==> src/rtl/cpu_pkg.sv <==
// Shared definitions for the RV32I pipeline sequencer: forwarding selects,
// halt FSM states, and the ecall halt convention (x17 == 10).
package cpu_pkg;

    localparam logic [1:0] FWD_NONE   = 2'b00;
    localparam logic [1:0] FWD_MEM_WB = 2'b01;
    localparam logic [1:0] FWD_EX_MEM = 2'b10;

    typedef enum logic [1:0] {
        RUN    = 2'd0,
        DRAIN  = 2'd1,
        HALTED = 2'd2
    } state_t;

    localparam logic [4:0] REG_X17   = 5'd17;
    localparam int         HALT_CODE = 10;

    // Operand source for one ALU input; the younger EX/MEM result beats
    // MEM/WB, and x0 is never forwarded because it is hardwired to zero.
    function automatic logic [1:0] fwd_sel(
        input logic [4:0] rs,
        input logic [4:0] ex_mem_rd,
        input logic       ex_mem_reg_write,
        input logic [4:0] mem_wb_rd,
        input logic       mem_wb_reg_write
    );
        if (ex_mem_reg_write && (ex_mem_rd != 5'd0) && (ex_mem_rd == rs))
            return FWD_EX_MEM;
        else if (mem_wb_reg_write && (mem_wb_rd != 5'd0) && (mem_wb_rd == rs))
            return FWD_MEM_WB;
        else
            return FWD_NONE;
    endfunction

endpackage

==> src/rtl/hazard_ctrl_forwarding_unit.sv <==
// EX-stage operand forwarding selects for both ALU inputs.
module forwarding_unit
    import cpu_pkg::*;
(
    input  logic [4:0] id_ex_rs1,
    input  logic [4:0] id_ex_rs2,
    input  logic [4:0] ex_mem_rd,
    input  logic       ex_mem_reg_write,
    input  logic [4:0] mem_wb_rd,
    input  logic       mem_wb_reg_write,
    output logic [1:0] forward_a,
    output logic [1:0] forward_b
);

    logic [4:0] src_rs  [2];
    logic [1:0] src_fwd [2];

    assign src_rs[0] = id_ex_rs1;
    assign src_rs[1] = id_ex_rs2;

    // Both operands use the identical priority rule.
    genvar gi;
    generate
        for (gi = 0; gi < 2; gi++) begin : g_operand
            assign src_fwd[gi] = fwd_sel(src_rs[gi], ex_mem_rd, ex_mem_reg_write,
                                         mem_wb_rd, mem_wb_reg_write);
        end
    endgenerate

    assign forward_a = src_fwd[0];
    assign forward_b = src_fwd[1];

endmodule

==> src/rtl/hazard_ctrl.sv <==
// Pipeline sequencer: load-use / ecall stalls, branch flush, forwarding,
// the ecall halt drain sequence and stall/flush performance counters.
module hazard_ctrl
    import cpu_pkg::*;
#(
    parameter int XLEN         = 32,
    parameter int DRAIN_CYCLES = 3
) (
    input  logic            clk,
    input  logic            reset,
    input  logic [4:0]      id_rs1,
    input  logic [4:0]      id_rs2,
    input  logic            id_use_rs1,
    input  logic            id_use_rs2,
    input  logic            id_is_ecall,
    input  logic [XLEN-1:0] rf_x17,
    input  logic [4:0]      id_ex_rs1,
    input  logic [4:0]      id_ex_rs2,
    input  logic [4:0]      id_ex_rd,
    input  logic            id_ex_mem_read,
    input  logic            id_ex_reg_write,
    input  logic [4:0]      ex_mem_rd,
    input  logic            ex_mem_reg_write,
    input  logic            ex_mem_mem_read,
    input  logic [XLEN-1:0] ex_mem_alu_out,
    input  logic [4:0]      mem_wb_rd,
    input  logic            mem_wb_reg_write,
    input  logic [XLEN-1:0] mem_wb_wdata,
    input  logic            ex_redirect,
    output logic            pc_write,
    output logic            if_id_write,
    output logic            if_id_flush,
    output logic            id_ex_bubble,
    output logic [1:0]      forward_a,
    output logic [1:0]      forward_b,
    output logic            is_halted,
    output logic [XLEN-1:0] stall_count,
    output logic [XLEN-1:0] flush_count
);

    localparam int CW = (DRAIN_CYCLES > 1) ? $clog2(DRAIN_CYCLES) : 1;

    state_t          state_reg;
    logic [CW-1:0]   drain_cnt_reg;
    logic            is_halted_reg;
    logic [XLEN-1:0] stall_count_reg;
    logic [XLEN-1:0] flush_count_reg;

    logic            load_use;
    logic            ecall_stall;
    logic [XLEN-1:0] x17_value;
    logic            halt_req;

    forwarding_unit u_forwarding_unit (
        .id_ex_rs1        (id_ex_rs1),
        .id_ex_rs2        (id_ex_rs2),
        .ex_mem_rd        (ex_mem_rd),
        .ex_mem_reg_write (ex_mem_reg_write),
        .mem_wb_rd        (mem_wb_rd),
        .mem_wb_reg_write (mem_wb_reg_write),
        .forward_a        (forward_a),
        .forward_b        (forward_b)
    );

    // Hazard detection and the x17 value the ecall in ID would observe.
    always_comb begin
        load_use = id_ex_mem_read && (id_ex_rd != 5'd0) &&
                   ((id_use_rs1 && (id_ex_rd == id_rs1)) ||
                    (id_use_rs2 && (id_ex_rd == id_rs2)));

        // x17 still being produced by an ALU op in EX or a load in MEM
        // cannot be resolved yet, so the ecall must wait.
        ecall_stall = id_is_ecall &&
                      ((id_ex_reg_write && (id_ex_rd == REG_X17)) ||
                       (ex_mem_mem_read && (ex_mem_rd == REG_X17)));

        if (ex_mem_reg_write && (ex_mem_rd == REG_X17))
            x17_value = ex_mem_alu_out;
        else if (mem_wb_reg_write && (mem_wb_rd == REG_X17))
            x17_value = mem_wb_wdata;
        else
            x17_value = rf_x17;

        halt_req = id_is_ecall && !ecall_stall && !ex_redirect &&
                   (x17_value == XLEN'(HALT_CODE));
    end

    // Pipeline enables: redirect beats stalls, stalls beat the halt request.
    always_comb begin
        pc_write     = 1'b1;
        if_id_write  = 1'b1;
        if_id_flush  = 1'b0;
        id_ex_bubble = 1'b0;
        if (state_reg == RUN) begin
            if (ex_redirect) begin
                if_id_flush  = 1'b1;
                id_ex_bubble = 1'b1;
            end else if (load_use || ecall_stall || halt_req) begin
                pc_write     = 1'b0;
                if_id_write  = 1'b0;
                id_ex_bubble = 1'b1;
            end
        end else begin
            pc_write     = 1'b0;
            if_id_write  = 1'b0;
            id_ex_bubble = 1'b1;
        end
    end

    // Halt FSM, drain counter, sticky halted flag and performance counters.
    always_ff @(posedge clk) begin
        if (reset) begin
            state_reg       <= RUN;
            drain_cnt_reg   <= '0;
            is_halted_reg   <= 1'b0;
            stall_count_reg <= '0;
            flush_count_reg <= '0;
        end else begin
            case (state_reg)
                RUN: begin
                    if (ex_redirect) begin
                        flush_count_reg <= flush_count_reg + 1'b1;
                    end else if (load_use || ecall_stall) begin
                        stall_count_reg <= stall_count_reg + 1'b1;
                    end else if (halt_req) begin
                        state_reg     <= DRAIN;
                        drain_cnt_reg <= CW'(DRAIN_CYCLES - 1);
                    end
                end
                DRAIN: begin
                    if (drain_cnt_reg == '0) begin
                        state_reg     <= HALTED;
                        is_halted_reg <= 1'b1;
                    end else begin
                        drain_cnt_reg <= drain_cnt_reg - 1'b1;
                    end
                end
                HALTED: begin
                    is_halted_reg <= 1'b1;
                end
                default: begin
                    state_reg <= RUN;
                end
            endcase
        end
    end

    assign is_halted   = is_halted_reg;
    assign stall_count = stall_count_reg;
    assign flush_count = flush_count_reg;

endmodule
==> config.mk <==
export PLATFORM = sky130hd
export DESIGN_NAME = hazard_ctrl
export DESIGN_NICKNAME = d
export VERILOG_FILES = /design/src/rtl/cpu_pkg.sv /design/src/rtl/hazard_ctrl_forwarding_unit.sv /design/src/rtl/hazard_ctrl.sv
export SDC_FILE = /design/constraint.sdc
export NUM_CORES = 1
export LEC_CHECK = 0
export CAP_MARGIN = 30
export CELL_PAD_IN_SITES_DETAIL_PLACEMENT = 0
export CELL_PAD_IN_SITES_GLOBAL_PLACEMENT = 2
export CORE_MARGIN = 4
export CORE_UTILIZATION = 19
export DETAILED_ROUTE_END_ITERATION = 10
export GPL_TIMING_DRIVEN = 1
export PLACE_DENSITY = 0.74
export SLEW_MARGIN = 10
export SYNTH_ARGS = -nofsm -noshare
export SYNTH_HDL_FRONTEND = slang
export SYNTH_SLANG_ARGS = --single-unit
==> constraint.sdc <==
create_clock -name clk -period 2.9 [get_ports clk]
set_clock_uncertainty 0.1 [all_clocks]
set_input_delay 0.58 -clock clk [delete_from_list [all_inputs] [get_ports clk]]
set_output_delay 0.58 -clock clk [all_outputs]
set_load 0.01 [all_outputs]
==> flow_metrics.py, run 1 <==
metrics = {
    "route": {
        "postRouteAntennaNets": 0,
        "first_iter_violations": 147,
        "routedWlPerCell_microns": 14.3,
        "detail_route.vias_per_cell": 4.44,
        "vias": 4569,
        "finalWirelength_microns": 14700,
        "firstDrtPassIters": 4,
        "drc_errors": 0,
    },
    "die": {
        "die_area_sq_um": 23700,
        "io_pins": 215,
        "initial_utilization_pct": 19.3,
        "core-area_sq_um": 21000,
        "rows": 53,
        "die-width_microns": 154,
        "die_y_microns": 154,
    },
    "status": {
        "violations": "negative setup slack",
        "status": "finished, violations left",
    },
    "critical_path": {
        "crit_chain": "clkdlybuf4s50_1, nor4_1, nand4_1, and4b_1, o221ai_4, a31oi_4, nor3_4, buf_2",
        "cpPeakStageDelay_ns": 0.41,
        "critPathLaunchType": "input pin",
        "end_kind": "output port",
        "worstPathArrival_ns": 2.24,
        "cpMaxStageDelayCell": "clkdlybuf4s50_1",
        "required_ns": 2.22,
        "cp_max_fo": 2,
        "r2r_slack_ns": 0.53,
        "worstSetupPathType": "input pin to output port",
    },
    "yosys": {
        "ys_warn_count": 0,
        "avgSynthCellArea_sq_um": 8.44,
        "synthArstFlopShare_pct": 0,
        "synth_nets": 625,
        "synth_edf_count": 0,
        "synthTopCellsByArea": "dfxtp_1 34%, xor2_1 7.6%, nor2_1 5.7%, xnor2_1 5.2%, nor4_1 4.0%",
        "syn_inst": 480,
        "yosysTopAreaCell": "dfxtp_1",
        "syn-cell-area_sq_um": 4050,
        "yosysSeqAreaShare_pct": 34.1,
        "synth.distinct_cells": 54,
        "synth_top_area_share_pct": 34.1,
        "synth-seq-cells": 69,
        "synth_ff_type": "dfxtp_1",
    },
    "placement": {
        "placed_area_sq_um": 6880,
        "place.gp.congestion": 0.839,
        "place.port_buffers": 214,
        "dp_slack_ns": -0.858,
        "hpwl_microns": 11800,
        "dp_cells": 1005,
    },
    "hold_path": {
        "min_path_type": "flip-flop to flip-flop",
    },
    "clock_network": {
        "htreeDepth": 3,
        "clkSinkCount": 69,
        "clk_pin_slew_worst_paths_ns": 0.06,
        "clk_latency_ns": 0.34,
        "cts_tree": "built",
        "clock_tree.root_cell": "clkbuf_16",
        "cts_buffers": 9,
        "ctsLongestPathBuffers": 2,
    },
    "timing": {
        "maxSlewHeadroom_pct": 65.6,
        "timing.final.ws_setup_ns": -0.0207,
        "period_needed_ns": 2.92,
        "drv_slew": 0,
        "finalHoldViolations": 0,
        "rsz0062_at_grt": "yes",
        "hold_slack_ns": 0.373,
        "fmax_mhz": 342,
        "setup_viol_count_final": 2,
        "period_share_pct": 101,
        "tightest_slew_ns": 0.515,
    },
    "global_route": {
        "grt-ovfl-total": 0,
        "antenna_found_initial": 0,
        "grt_pass1_vias": 4805,
        "grt_usage_pct": 12.1,
        "grt_start_max_net_pins": 62,
        "grt_pass1_wl_microns": 23300,
    },
    "final_layout": {
        "finalNonFillerCells": 1030,
        "design_area_sq_um": 7550,
        "n_antenna_cell": 0,
        "drive_above_1_share_pct": 19.2,
        "syn2layout_area_growth_pct": 86.5,
        "fin_nets": 895,
    },
    "flow_run": {
        "max-cap-violations": 0,
    },
    "power": {
        "p_total_mw": 2.64,
        "p_per_area_nw_per_um2": 349,
        "ir_drop_uv": 278,
        "leakage_nw": 2.88,
    },
}
cells in the final DEF (no fill, tap or decap), drive strengths merged, types with 4 or more instances in the layout:
master         Yosys  layout
o21ai              9       9
nand4             21      21
o31ai             13      13
nor3b              5       5
clkbuf            10      11
nor3              16      16
nand3             25      25
dlygate4sd2        0      51
or4               15      15
buf                6      70
nor2b             15      15
and2               4       4
xor2              35      35
nor2              64      64
xnor2             24      24
nor4              26      26
mux2              15      15
inv                8       8
a21oi             17      17
dfxtp             69      69
and4               8       8
dlymetal6s2s       0      21
nand2             31      31
clkdlybuf4s50      0     129
or3               13      13
power by group:
group | internal, mW | switching (mW) | leakage, nW
Combinational | 0.238 | 0.148 | 2.16
Clock | 0.862 | 0.432 | 0.165
Sequential | 0.951 | 0.00476 | 0.556
worst max-delay path: cells and delay by family:
kind                   cells  cell delay, ns
AOI/OAI and AO/OA          2            0.34
buffers and inverters      2            0.56
and+or+nand+nor            4            0.75
Yosys cell counts, drive strengths merged, types with 2 or more instances:
cell / number
dfxtp: 69
nor2: 64
xor2: 35
nand2: 31
nor4: 26
nand3: 25
xnor2: 24
nand4: 21
a21oi: 17
nor3: 16
mux2: 15
nor2b: 15
or4: 15
o31ai: 13
or3: 13
clkbuf: 10
o21ai: 9
and4: 8
inv: 8
buf: 6
nor3b: 5
and2: 4
and3: 3
ha: 3
nor4b: 3
nor4bb: 3
a2bb2oi: 2
a31oi: 2
nand2b: 2
o21ba: 2
area by class of cell:
class,count,area [sq um]
clock buffer,10,239
clock inverter,6,110
fill,2154,13500
inverter,8,30.0
multi-input combinational,387,2870
sequential,69,1380
tap,275,344
timing repair buffer,275,2580
kinds of logic (layout without fill, tap and decap cells):
logic type | count (synthesis) | count (layout) | synth area share (%)
AOI/OAI and AO/OA | 52 | 52 | 9.55
xor gates and xnor gates | 59 | 59 | 12.8
adders and majority gates | 3 | 3 | 0.927
buffers and inverters | 24 | 299 | 2.72
DFF | 69 | 69 | 34.1
muxes | 16 | 16 | 4.42
and+or+nand+nor | 257 | 257 | 35.5
layer usage:
layer | global-route usage [%] | vias up | share of wire (%)
li1 | - | 2294 | -
met1 | 13.0 | 2096 | 40
met2 | 22.2 | 162 | 51
met3 | 4.25 | 17 | 8.0
met4 | 3.41 | 0 | 1.5
met5 | 0 | - | 0
final timing paths:
kind                           startpoint                            to  cells past startpoint
max reg2reg  stall_count[11]$_SDFFE_PP0P_  stall_count[28]$_SDFFE_PP0P_                      6
max                             rf_x17[8]                      pc_write                      8
min                is_halted$_SDFFE_PP0P_        is_halted$_SDFFE_PP0P_                      2
min reg2reg        is_halted$_SDFFE_PP0P_        is_halted$_SDFFE_PP0P_                      2
timing repair:
action / 4_1_cts / 5_1_grt
hold buffers: 0 / 0
setup endpoints to repair: 7 / 7
setup buffers: 7 / 3
pin swaps: 38 / 26
resized for setup: 117 / 46
through the flow:
| stage | setup TNS [ns] | utilization (%) |
|---|---|---|
| after global routing | -0.230 | 35.9 |
| after global placement | -9.88 | 32.7 |
| final | -0.0407 | 35.9 |
| after floorplan | -0.0467 | - |
| after detailed placement | -11.07 | 32.7 |
| after CTS | 0 | 34.9 |
(Power assumes the default switching activity.)
==> inputs of run 2 (changes only) <==
--- a/config.mk
+++ b/config.mk
@@ -10,6 +10,7 @@
 export CELL_PAD_IN_SITES_GLOBAL_PLACEMENT = 2
 export CORE_MARGIN = 4
 export CORE_UTILIZATION = 19
+export CTS_CLUSTER_SIZE = 14
 export DETAILED_ROUTE_END_ITERATION = 10
 export GPL_TIMING_DRIVEN = 1
 export PLACE_DENSITY = 0.74
==> results of run 2 <==
No change in the layout: final DEF, timing and power equal those of run 1.
==> inputs of run 3 (changes only) <==
--- a/config.mk
+++ b/config.mk
@@ -10,7 +10,6 @@
 export CELL_PAD_IN_SITES_GLOBAL_PLACEMENT = 2
 export CORE_MARGIN = 4
 export CORE_UTILIZATION = 19
-export CTS_CLUSTER_SIZE = 14
 export DETAILED_ROUTE_END_ITERATION = 10
 export GPL_TIMING_DRIVEN = 1
 export PLACE_DENSITY = 0.74
@@ -18,3 +17,4 @@
 export SYNTH_ARGS = -nofsm -noshare
 export SYNTH_HDL_FRONTEND = slang
 export SYNTH_SLANG_ARGS = --single-unit
+export TNS_END_PERCENT = 20
==> run 3 against run 2 <==
The run now ends clean; global-route usage unchanged; final cell count decreased by 0.19%; flip-flop and latch count unchanged; largest cell class unchanged.
==> flow_metrics.py, run 3 (synthesized netlist as in run 1, its figures left out) <==
metrics = {
    "global_route": {
        "grt_pass1_vias": 4806,
        "antenna_found_initial": 0,
        "grt-ovfl-total": 0,
        "grt_usage_pct": 12.1,
        "grt_pass1_wl_microns": 23300,
        "grt_start_max_net_pins": 62,
    },
    "route": {
        "drc_errors": 0,
        "routedWlPerCell_microns": 14.3,
        "detail_route.vias_per_cell": 4.43,
        "postRouteAntennaNets": 0,
        "firstDrtPassIters": 4,
        "finalWirelength_microns": 14700,
        "vias": 4552,
        "first_iter_violations": 154,
    },
    "hold_path": {
        "min_path_type": "flip-flop to flip-flop",
    },
    "critical_path": {
        "worstRegToRegCells": 6,
        "reg2reg_from": "stall_count[11]$_SDFFE_PP0P_",
        "worstSetupPathType": "input pin to output port",
        "cp_max_fo": 2,
        "worstPathArrival_ns": 2.21,
        "required_ns": 2.22,
        "endpoint": "pc_write",
        "r2r_slack_ns": 0.54,
        "crit_path_start": "ex_mem_alu_out[29]",
        "end_kind": "output port",
        "r2r_end": "stall_count[28]$_SDFFE_PP0P_",
        "critPathLaunchType": "input pin",
    },
    "die": {
        "die-width_microns": 154,
        "initial_utilization_pct": 19.3,
        "io_pins": 215,
        "die_area_sq_um": 23700,
        "die_y_microns": 154,
        "core-area_sq_um": 21000,
        "rows": 53,
    },
    "timing": {
        "tightest_slew_ns": 0.514,
        "period_share_pct": 99.5,
        "finalHoldViolations": 0,
        "fmax_mhz": 346,
        "drv_slew": 0,
        "period_needed_ns": 2.89,
        "tns_ns": 0,
        "rsz0062_at_grt": "yes",
        "maxSlewHeadroom_pct": 65.7,
        "setup_viol_count_final": 0,
    },
    "placement": {
        "place.port_buffers": 214,
        "hpwl_microns": 11800,
        "place.gp.congestion": 0.839,
    },
    "final_layout": {
        "layout.cells.most_common_list": "130 x clkdlybuf4s50_1, 69 x dfxtp_1, 59 x nor2_1, 55 x buf_4, 52 x dlygate4sd2_1",
        "num-fill-cells": 2165,
        "multi_input_area_sq_um": 2840,
        "n_antenna_cell": 0,
        "syn2layout_area_growth_pct": 85.5,
        "drive_above_1_share_pct": 18.6,
        "final_util_pct": 35.7,
        "layout_commonest_cell": "clkdlybuf4s50_1",
        "regArea_sq_um": 1380,
        "fin_nets": 893,
    },
    "clock_network": {
        "clock_tree.root_cell": "clkbuf_16",
        "clk_pin_slew_worst_paths_ns": 0.06,
        "clkSinkCount": 69,
        "clk_latency_ns": 0.34,
        "htreeDepth": 3,
        "ctsLongestPathBuffers": 2,
        "cts_buffers": 9,
        "cts_tree": "built",
    },
    "power": {
        "leakage_nw": 2.88,
        "p_total_mw": 2.63,
        "p_per_area_nw_per_um2": 350,
        "ir_drop_uv": 279,
    },
    "flow_run": {
        "max-cap-violations": 0,
    },
    "status": {
        "status": "completed",
    },
}
run 3: timing repair:
item | 4_1_cts | 5_1_grt
hold buffers | 0 | 0
setup endpoints to repair | 7 | 7
gates resized for setup | 112 | 39
gates cloned | 0 | 0
pin swaps | 36 | 20
buffers inserted | 7 | 1
hold endpoints to repair | 0 | 0
run 3: worst min path at each step:
stage	cells after the start	end	from
6_report	2	is_halted$_SDFFE_PP0P_	is_halted$_SDFFE_PP0P_
5_1_grt	2	is_halted$_SDFFE_PP0P_	is_halted$_SDFFE_PP0P_
4_1_cts	2	is_halted$_SDFFE_PP0P_	is_halted$_SDFFE_PP0P_
3_5_place_dp	2	is_halted$_SDFFE_PP0P_	is_halted$_SDFFE_PP0P_
3_3_place_gp	2	is_halted$_SDFFE_PP0P_	is_halted$_SDFFE_PP0P_
2_1_floorplan	1	drain_cnt_reg[1]$_SDFFE_PP0P_	drain_cnt_reg[1]$_SDFFE_PP0P_
run 3: per-layer routing:
metal,share of wire (%),vias to the layer above,global-route usage (%)
li1,-,2289,-
met1,39,2092,13.0
met2,51,156,22.2
met3,8.0,15,4.25
met4,1.4,0,3.41
met5,0,-,0
run 3: power by group:
group	switching, mW	internal [mW]
clock	0.432	0.862
combinational	0.144	0.235
sequential	0.00474	0.951
total	0.580	2.05
run 3: cell type report:
| cell class | instances | area share [%] |
|---|---|---|
| inverter | 8 | 0.400 |
| timing repair buffer | 273 | 34.2 |
| multi-input combinational | 387 | 37.8 |
| clock inverter | 6 | 1.47 |
| sequential | 69 | 18.4 |
| clock buffer | 10 | 3.18 |
| tap | 275 | 4.58 |
run 3: stage by stage:
stage	setup WS (ns)	std cells	hold slack, ns	area, sq um
finish	0.0138	1028	0.374	7510
global route	-0.0904	1028	0.411	7510
CTS	-0.0126	1026	0.378	7330
detailed placement	-0.858	1005	0.369	6880
global placement	-0.849	1005	0.358	6880
floorplan	-0.0467	480	0.353	4100
run 3: worst max-delay path, stage by stage:
cell and delay [ns]:
dlygate4sd2_1 0.26, nor4_4 0.34, nand4_1 0.16, nor2_2 0.18
nand4_1 0.22, a31oi_4 0.26, nor3_4 0.05, buf_2 0.15
==> variant 1 (config.mk and constraints of run 3) <==
Encoding of `state_t`: now one-hot (3 bits for 3 states).
--- a/src/rtl/cpu_pkg.sv
+++ b/src/rtl/cpu_pkg.sv
@@ -6,10 +6,10 @@
     localparam logic [1:0] FWD_MEM_WB = 2'b01;
     localparam logic [1:0] FWD_EX_MEM = 2'b10;
 
-    typedef enum logic [1:0] {
-        RUN    = 2'd0,
-        DRAIN  = 2'd1,
-        HALTED = 2'd2
+    typedef enum logic [2:0] {
+        RUN    = 3'b001,
+        DRAIN  = 3'b010,
+        HALTED = 3'b100
     } state_t;
 
     localparam logic [4:0] REG_X17   = 5'd17;
Behaviour: no difference found for any inputs over 4 cycles, from zero or initial values and one cycle with reset high; so few cycles prove little.
==> variant 1 against run 3 <==
  * The run now ends with setup timing left
  * Maximum frequency fell by 3.3%
  * Total power decreased by 4.6%
  * Sequential cell count grew 1
  * Synthesized area rose by 0.19%
  * First-iteration DRC count fell by 23%
  * Design area decreased by 1.0%
  * Sequential share of layout area grew 0.46 points
  * Routed wire length is 5.8% higher
  * Hold slack better by 9.4 ps
  * Worst setup slack lost 97 ps
  * Cell count is 0.29% lower
  * Sequential power rose by 1%
  * Critical path type unchanged
==> variant 1: results (changes against run 3) <==
The run finished, with violations left. The checks that failed: setup timing. The tools report the aggregate global-route resource usage as 0.1267 (was 0.1207). The detail-routed net length per standard cell was 15.17 microns (was 14.29 microns). The detailed-routed wire length on met2 is 8450 microns (was 7521 microns).

The run gives 634 (was 625) as the synthesized netlist net count. The tools report the violation count after the first detailed-route iteration as 118 (was 154). The largest voltage drop on the vdd net was 178.6 uV (was 278.8 uV); the detailed placer's ending HPWL was 12330 microns (was 11830 microns). The first-pass GRT wire length is 24630 microns (was 23340 microns), and the sequential power share is 0.386 (was 0.364). The logs give 4784 (was 4552) for the total via count in the routed design and 386 uW (was 378 uW) for the power of the combinational group.

For the number of cells upsized or downsized after cts, the log shows 84 (was 112). The run gives -83.42 ps (was 13.79 ps) as the setup slack after layout. The number of global-route vias before repair was 5027 (was 4806); the XOR/XNOR share of the synthesized area was 0.1317 (was 0.1276). Launching point of the worst reg2reg path: stall_count[4]$_SDFFE_PP0P_ (was stall_count[11]$_SDFFE_PP0P_). Startpoint of the most critical setup path: ex_mem_alu_out[9] (was ex_mem_alu_out[29]). The final weighted congestion in routability-driven placement came out at 0.7994 (was 0.8389). Met3 routed wirelength: 1083 microns (was 1175 microns). The data arrival at the endpoint of the critical path came out at 2300 ps (was 2210 ps). Most used standard cells in the synthesized netlist: 70 x sky130_fd_sc_hd__dfxtp_1, 49 x sky130_fd_sc_hd__nor2_1, 36 x sky130_fd_sc_hd__a21oi_1 (was 69 x sky130_fd_sc_hd__dfxtp_1, 62 x sky130_fd_sc_hd__nor2_1, 35 x sky130_fd_sc_hd__xor2_1). The mux share of post-synthesis cell area is 0.007401 (was 0.04418), and the count of endpoints failing setup in the final report is 3 (was 0). The worst slew margin relative to its limit is 0.6199 (was 0.6568). Number of nets at the end of the flow: 890 (was 893). The met1 layer wirelength in the final routing was 5708 microns (was 5785 microns).

The largest net degree at the start of global routing was 64 (was 62); the leakage power of the design was 0.002642 uW (was 0.002875 uW).
## variant 1: cell count changes in the layout (fill, tap and decap cells not counted), moves of 9 or more
| cell | change |
|---|---|
| sky130_fd_sc_hd__clkdlybuf4s50_1 | +45 |
| sky130_fd_sc_hd__dlygate4sd2_1 | -36 |
| sky130_fd_sc_hd__a21oi_1 | +18 |
| sky130_fd_sc_hd__o31ai_1 | +18 |
| sky130_fd_sc_hd__or4_1 | +14 |
| sky130_fd_sc_hd__nor2_1 | -12 |
| sky130_fd_sc_hd__nor2b_1 | -11 |
| sky130_fd_sc_hd__dlymetal6s2s_1 | -9 |
| sky130_fd_sc_hd__mux2_1 | -9 |
## variant 1: per-stage QoR
stage | instances | setup slack, ps | total power [uW] | setup TNS, ps | util
2_1_floorplan | 489 | 5.725 | 1082 | 0 | -
3_3_place_gp | 1007 | -950.5 | 1358 | -16160 | 0.3258
3_5_place_dp | 1007 | -1010 | 1362 | -16660 | 0.3258
4_1_cts | 1025 | -113.1 | 2540 | -235.3 | 0.3473
5_1_grt | 1025 | -168.6 | 2620 | -387.5 | 0.3536
6_report | 1025 | -83.42 | 2507 | -182.4 | 0.3536
## variant 1: worst paths after layout
path,slack [ps],endpoint
hold / removal,380,drain_cnt_reg[1]$_SDFFE_PP0P_
hold reg to reg,380,drain_cnt_reg[1]$_SDFFE_PP0P_
setup reg to reg,610,stall_count[29]$_SDFFE_PP0P_
setup / recovery,-80,if_id_write
## variant 1: cell type report
| type | count | area share |
|---|---|---|
| clock inverters | 4 | 0.007238 |
| inverters | 10 | 0.005050 |
| clock buffers | 12 | 0.03451 |
| well taps | 275 | 0.04629 |
| flip-flops and latches | 70 | 0.1885 |
| multi-input cells | 387 | 0.3722 |
| repair buffers | 267 | 0.3462 |
==> variant 2 (flow settings as in run 3) <==
Made on the original files. Change the parameter `XLEN` from 32 to 40.
--- a/src/rtl/hazard_ctrl.sv
+++ b/src/rtl/hazard_ctrl.sv
@@ -3,7 +3,7 @@
 module hazard_ctrl
     import cpu_pkg::*;
 #(
-    parameter int XLEN         = 32,
+    parameter int XLEN         = 40,
     parameter int DRAIN_CYCLES = 3
 ) (
     input  logic            clk,
Ports: changed (5 resized); port bits go from 215 to 255. No check against the original RTL was run, so the function may have changed too.
==> variant 2 against run 3 <==
  * Synthesized cell count increased by 26%
  * Non-clock buffer count increased by 60
  * Routed wire length increased by 36%
  * Worst setup slack improved by 8.5 ps
  * Design area increased by 22%
  * Total power increased by 5.5%
  * Synthesized area increased by 23%
  * Sequential cell count increased by 16
  * Critical path type unchanged
  * Highest routed layer unchanged
==> variant 2: results (changes against run 3) <==
The run gives 0.03028 (was 0.04250) as the met3 usage. For the met1 layer wirelength in the final routing, the log shows 9284 microns (was 5785 microns). The power consumed by sequential cells was 1170 uW (was 956 uW); the detailed-routed wire length on met2 was 9480 microns (was 7521 microns). The share of post-route cells with drive strength above 1 works out to 0.2086 (was 0.1859).

The tools report the launching point of the worst reg2reg path as stall_count[16]$_SDFFE_PP0P_ (was stall_count[11]$_SDFFE_PP0P_). The number of nets at the end of the flow came out at 1096 (was 893). Final weighted congestion in routability-driven placement: 0.7795 (was 0.8389). Worst slack at placement: -855.6 ps (was -857.9 ps).

The fraction of the mapped netlist area in compound gates is 0.09992 (was 0.09546). The initial antenna violation count was 1 (was 0). The number of placed instances with taps included is 1235 (was 1005). The power of the combinational group was 417 uW (was 378 uW). The synthesized netlist net count is 774 (was 625).

The tools report the met2 capacity usage during global routing as 0.2075 (was 0.2223). Maximum fanout encountered on the critical timing path: 3 (was 2). Most used standard cells in the synthesized netlist: 85 x sky130_fd_sc_hd__dfxtp_1, 70 x sky130_fd_sc_hd__nor2_1, 49 x sky130_fd_sc_hd__nand2_1 (was 69 x sky130_fd_sc_hd__dfxtp_1, 62 x sky130_fd_sc_hd__nor2_1, 35 x sky130_fd_sc_hd__xor2_1). The logs give 5320 (was 4806) for the number of global-route vias before repair and 605 (was 480) for the count of mapped cells out of synthesis. The tools report the leakage power of the design as 0.004136 uW (was 0.002875 uW). The post-layout instance count excluding filler cells was 1261 (was 1028); the slew at the pin closest to its max-slew limit was 567.4 ps (was 514.4 ps). The global routing usage on met1 came out at 0.1818 (was 0.1299). The violation count after the first detailed-route iteration is 174 (was 154), and the met3 routed wirelength is 904 microns (was 1175 microns). The tools report the total via count in the routed design as 5580 (was 4552). The largest voltage drop on the vdd net was 191.9 uV (was 278.8 uV).

The detailed placer's ending HPWL is 15490 microns (was 11830 microns). The switching share of power works out to 0.2407 (was 0.2207). The aggregate global-route resource usage was 0.1314 (was 0.1207); the number of different library cells in the post-synthesis netlist was 60 (was 54). The mux share of post-synthesis cell area was 0.02668 (was 0.04418). The adder-cell share of the synthesized area is 0.007551 (was 0.009268), and the XOR/XNOR share of the synthesized area is 0.1269 (was 0.1276). The largest stage delay on the critical path is 410 ps (was 340 ps). For the cell area after placement, the log shows 8381 sq um (was 6883 sq um). The flow ran to the end, and the final reports show no timing, DRC or antenna violations. The count of buffers from port buffering came out at 254 (was 214). Leading cell types by total area after synthesis: sky130_fd_sc_hd__dfxtp_1 34%, sky130_fd_sc_hd__xor2_1 8.5%, sky130_fd_sc_hd__nor2_1 5.3% (was sky130_fd_sc_hd__dfxtp_1 34%, sky130_fd_sc_hd__xor2_1 7.6%, sky130_fd_sc_hd__nor2_1 5.7%).

The slowest library cell on the worst path is sky130_fd_sc_hd__or3_4 (was sky130_fd_sc_hd__nor4_4). Startpoint of the most critical setup path: mem_wb_rd[1] (was ex_mem_alu_out[29]).
==> variant 2: cell types whose count changed after synthesis, sizes merged, moves of 10 or more <==
cell	run 3	this run
o21ai	9	19
nor3	16	6
dfxtp	69	85
or4	15	27
nand3	25	36
nand2	31	49
nor2b	15	26
xor2	35	48
==> variant 2: path summary, 6_finish.rpt <==
check | endpoint | slack [ps]
min reg2reg | is_halted$_SDFFE_PP0P_ | 370
max | pc_write | 20
max reg2reg | stall_count[31]$_SDFFE_PP0P_ | 310
min | is_halted$_SDFFE_PP0P_ | 370
==> variant 2: what timing repair did <==
item | 4_1_cts | 5_1_grt
gates resized for setup | 91 | 175
buffers inserted | 5 | 6
pin swaps | 27 | 60
endpoints found under the setup margin | 8 | 6
==> variant 2: layout make-up <==
type                    count  area (sq um)
diodes                      1         2.502
clock buffers              10         239.0
clock inverters             4         50.05
fillers                  2685         16310
inverters                  14         52.55
multi-input cells         484          3445
flip-flops and latches     85          1702
well taps                 330         412.9
repair buffers            333          3256
